File: src/rtl/serial_subtractor_4bit.sv
// Bit-serial 4-bit subtractor: computes A - B - B0 one bit per clock, LSB first,
// and reports the result on Diff/Borrow with a one-cycle Done pulse.
module serial_subtractor_4bit (
  input  logic       Clock,
  input  logic       Reset,
  input  logic       Start,
  input  logic [3:0] A,
  input  logic [3:0] B,
  input  logic       B0,
  output logic [3:0] Diff,
  output logic       Borrow,
  output logic       Busy,
  output logic       Done
);

  typedef enum logic [1:0] {
    IDLE = 2'd0,
    RUN  = 2'd1,
    DONE = 2'd2
  } state_t;

  state_t     state;
  state_t     state_next;
  logic [3:0] a_sh;
  logic [3:0] b_sh;
  logic [3:0] work;
  logic       br;
  logic [1:0] cnt;
  logic       d;
  logic       br_next;
  logic       last_bit;

  // Full-subtractor cell on the current LSBs of the operand shift registers.
  assign d        = a_sh[0] ^ b_sh[0] ^ br;
  assign br_next  = (~a_sh[0] & b_sh[0]) | (~(a_sh[0] ^ b_sh[0]) & br);
  assign last_bit = (cnt == 2'd3);

  always_comb begin
    state_next = state;
    Busy       = 1'b0;
    Done       = 1'b0;
    case (state)
      IDLE: begin
        if (Start) state_next = RUN;
      end
      RUN: begin
        Busy = 1'b1;
        if (last_bit) state_next = DONE;
      end
      DONE: begin
        Done       = 1'b1;
        state_next = IDLE;
      end
      default: state_next = IDLE;
    endcase
  end

  always_ff @(posedge Clock or posedge Reset) begin
    if (Reset) state <= IDLE;
    else       state <= state_next;
  end

  // Diff/Borrow are only written on the final RUN edge, so they hold the
  // previous result through IDLE and while the next operation is running.
  always_ff @(posedge Clock or posedge Reset) begin
    if (Reset) begin
      a_sh   <= 4'd0;
      b_sh   <= 4'd0;
      work   <= 4'd0;
      br     <= 1'b0;
      cnt    <= 2'd0;
      Diff   <= 4'd0;
      Borrow <= 1'b0;
    end else begin
      case (state)
        IDLE: begin
          if (Start) begin
            a_sh <= A;
            b_sh <= B;
            br   <= B0;
            cnt  <= 2'd0;
          end
        end
        RUN: begin
          work <= {d, work[3:1]};
          a_sh <= {1'b0, a_sh[3:1]};
          b_sh <= {1'b0, b_sh[3:1]};
          br   <= br_next;
          cnt  <= cnt + 2'd1;
          if (last_bit) begin
            Diff   <= {d, work[3:1]};
            Borrow <= br_next;
          end
        end
        default: begin
        end
      endcase
    end
  end

endmodule

File: config.mk
export PLATFORM = sky130hd
export DESIGN_NAME = serial_subtractor_4bit
export DESIGN_NICKNAME = d
export VERILOG_FILES = /design/src/rtl/serial_subtractor_4bit.sv
export SDC_FILE = /design/constraint.sdc
export NUM_CORES = 1
export LEC_CHECK = 0
export CORE_UTILIZATION = 50
export DETAILED_ROUTE_END_ITERATION = 10
export GPL_ROUTABILITY_DRIVEN = 1
export GPL_TIMING_DRIVEN = 0
export MAX_ROUTING_LAYER = met4
export PLACE_DENSITY_LB_ADDON = 0.05
export SYNTH_ARGS = -nofsm -noshare
export SYNTH_HDL_FRONTEND = slang
export SYNTH_SLANG_ARGS = --single-unit
File: constraint.sdc
create_clock -name Clock -period 1.5 [get_ports Clock]
set_input_delay 0.3 -clock Clock [delete_from_list [all_inputs] [get_ports Clock]]
set_output_delay 0.3 -clock Clock [all_outputs]
set_load 0.02 [all_outputs]
Yosys cells after proc, flatten, opt, wreduce, memory -nomap -nowiden. Index checks and enable logic that the tools add are counted.

$add $sub $neg: 1. Equality and inequality tests: 5. Mux-type cells: 13. Bitwise logic cells: 7. Reduce and logical (&&, ||, !) cells: 5.

Operators with widths (count): $pmux W4 S2 (2); $mux W4 (2); $pmux W2 S2 (2); $mux W2 (3); $reduce_and A2 Y1 (3); $eq A2 B2 Y1 const B (2); $ne A2 B2 Y1 const B (2); $mux W1 (3); $add A2 B1 Y2 const B (1); $and A1 B1 Y1 (2); $eq A2 B1 Y1 const B (1); $logic_not A2 Y1 (1); $not A1 Y1 (2); $pmux W1 S2 (1); $reduce_bool A2 Y1 (1); $xor A1 B1 Y1 (2); $or A1 B1 Y1 (1).

Register bits: 22. Output and inout bits: 7.

Depth between registers and ports, before layout.
Depth after elaboration: 5. Depth in mapped cells: 5.

Worst setup path after synthesis. Ideal clock, no wire load.

Kind: reg2out. Start: register state[0]. End: output Done. Arrival: 0.979 ns. Path slack: 0.221 ns. Cell stages (with the launch flop): 4. Path buffers: 2. Cells stage by stage: dfrtp_1 > buf_6 > buf_2 > nor2b_1.

Longest elaborated chain between the ends: 2.

RTL lines: start: declaration (line 22) `state_t state;`; start signal: assignment (line 60) `else state <= state_next;`; $eq A2 B2 Y1 (line 42) `case (state)`; $mux W1 (line 42); end: declaration (line 13) `output logic Done`.

Every way passes these cells.

Final worst setup path.
Start: register state[1]. End: output Done.

The elaborated chain is that of the path after synthesis.

==> out/metrics.yaml <==
ys_ff_latch: 21
drcViolationCount: 0
final_layout_size_suffix_gt1_frac: 0.254
finalMaxSlewViolations: 0
synth.most_common_cell: "dfrtp_1"
wirelength_mm: 1.78
drtIter0Drc: 2
die_y_um: 46.9
synth_top_family_by_area: "simple AND/OR/NAND/NOR gates"
power_density_mw_per_mm2: 2050
num_antenna_cells: 0
clock_path_buffers: 2
nNetsFinal: 133
p_int_w: 0.00170
cts_max_level: 1
grt_pass1_vias: 643
routed-wl-met3_um: 48
dr_wl_met2_um: 848
ir_worst_vdd_mv: 1.25
grt_usage: 0.193
fmax_mhz: 669
syn_area_per_cell_um2: 11.2
overflow: 0
initial_core_util: 0.560
hold_viol: 0
area_growth_pct: 29.7
max-slew-margin-rel: 0.496
setup-violations-final: 0
synth_edf_count: 0
pwr-share-comb: 0.535
cts_sinks: 21
synth_simple_gate_area_frac: 0.165
die_area_mm2: 0.00220
rsz0062_at_grt: "true"
synth_common_cells: "dfrtp_1 (21), inv_1 (8), mux2_2 (7), nand2_1 (7), o21ai_0 (7)"
layout_setup_ws_ps: 5.85
num_vias: 735
outcome: "finished clean"
clk_pin_slew_worst_paths_ps: 120
ant_nets: 0
row_count: 15
tightest_slew_ps: 756
finalClockSkew_ps: 5.22
synth_fa_ha_area_frac: 0.0322
ys_seq_area_frac: 0.520
design.portCount: 19
postLayoutCoreUtil: 0.727
place.gp.congestion: 0.726
synth_nets: 104
synth.area.top_cells: "dfrtp_1 (52%), mux2_2 (7.8%), nor3b_1 (3.7%)"
required_ps: 1200
rr_worst_depth: 5
wl_per_cell_um: 12.5
critPathMaxFanout: 10
synth_mux_area_frac: 0.0880
synth_ff_type: "dfrtp_1"
numCtsBuffers: 3
yosysTopAreaCellShare: 0.520
period_minus_slack_ps: 1490
hold_class: "in2async"
viasPerCell: 5.14
period_share: 0.996
pwr-share-clk: 0.098
synth_compound_area_frac: 0.121
async_reset_ff_frac: 1.00
p_leak_nw: 0.616
path_class: "reg2out"
die_width_um: 46.9
antenna_found_initial: 0
synthDistinctLibCells: 24
insertion_delay_ps: 290
syn_area_mm2: 0.00101
synthXorXnorAreaFrac: 0
switching_share: 0.367
post-place-ws_ps: -224
grt_max_degree: 22
hold_ws_ps: 422
top_layer_used: "met4"
yosys_warnings: 0
yosysTopAreaCell: "dfrtp_1"
crit_path_end_kind: "primary output"
cts_tree: "done"
syn-instance-count: 90
wl_met1_um: 868
crit_arrival_ps: 1190
cts_root_buf: "clkbuf_4"
maxCapViolCount: 0
crit_path_start_kind: "flip-flop"
drt_first_pass_iters: 2
p_seq_frac: 0.367
port_buffers: 18
core_area_mm2: 0.00180
p_switching_w: 0.000986
grt_pass1_wl_mm: 2.81
-- worst max-delay path, stage by stage (launching register included) --
cell and delay (ps):
dfrtp_1 390, buf_6 140, buf_8 140, nor2b_4 120, buf_6 120
-- layout by cell type, fill, tap and decap left out, types with 2 or more instances in the layout --
cell / instances
dfrtp_1: 21
clkdlybuf4s50_1: 11
inv_1: 8
mux2_2: 7
o21ai_0: 7
nand2_1: 7
buf_4: 6
buf_6: 5
nor3b_1: 5
dlygate4sd2_1: 5
a21oi_1: 4
nor2_1: 4
nor3_1: 4
o22a_1: 3
clkbuf_4: 3
nand2b_1: 2
-- per-stage QoR --
stage / setup TNS, ps / cells / instance area [um2] / total power (W)
after floorplan: 0 / 90 / 1010 / 0.00194
after global placement: -421 / 133 / 1220 / 0.00229
final: 0 / 143 / 1310 / 0.00269
after CTS: -57.4 / 137 / 1260 / 0.00260
after global routing: -37.5 / 143 / 1310 / 0.00290
after detailed placement: -531 / 133 / 1220 / 0.00235
-- registers in the layout, indices dropped and copies added (netlist names) --
| register | count |
|---|---|
| Diff | 4 |
| state | 2 |
| Borrow | 1 |
| b_sh | 4 |
| br | 1 |
| a_sh | 4 |
| cnt | 2 |
| work | 3 |
-- path summary, 6_finish.rpt --
check,end,slack (ps),startpoint
worst max-delay path,Done,6,state[1]
worst min-delay path,b_sh[2],420,Reset
worst max register to register,work[1],160,state[1]
worst min register to register,Borrow,490,Borrow
max in group asynchronous,Diff[3],610,Reset
min in group Clock,Borrow,490,Borrow
-- cell families (layout without fill, tap and decap cells) --
| kind of cell | Yosys count | count (layout) |
|---|---|---|
| adder cells (fa/ha/maj) | 2 | 2 |
| flip-flops | 21 | 21 |
| multiplexers | 8 | 8 |
| buffers and inverters | 13 | 41 |
| AO/OA/AOI/OAI | 18 | 18 |
| AND/OR/NAND/NOR | 28 | 28 |
-- final cells by class --
cell class                 count  area (um2)
multi-input combinational     56         420
fill                         142         492
clock inverter                 1        5.00
buffer                         4        48.8
clock buffer                   3        22.5
sequential                    21         526
timing repair buffer          25         226
inverter                       8        30.0
tap                           25        31.3
-- layer usage --
| metal | track usage | up-vias |
|---|---|---|
| met5 | - | - |
| met3 | 0.0346 | 2 |
| met4 | 0.0686 | 0 |
| li1 | - | 367 |
| met2 | 0.314 | 13 |
| met1 | 0.242 | 353 |
-- what timing repair did --
action | in CTS | in global routing
gates cloned | 0 | 1
gates resized for setup | 21 | 4
hold buffers | 0 | 0
endpoints found under the setup margin | 7 | 2
buffers inserted | 0 | 6
-- power by group through the flow --
| stage | sequential, W | clock (W) | combinational, W |
|---|---|---|---|
| 6_report | 0.000987 | 0.000263 | 0.00144 |
| 5_1_grt | 0.00102 | 0.000298 | 0.00159 |
| 4_1_cts | 0.000987 | 0.000273 | 0.00134 |
| 3_5_place_dp | 0.00100 | 0 | 0.00134 |
| 3_3_place_gp | 0.000989 | 0 | 0.00130 |
| 2_1_floorplan | 0.00105 | 0 | 0.000894 |
(Power assumes the default switching activity.)
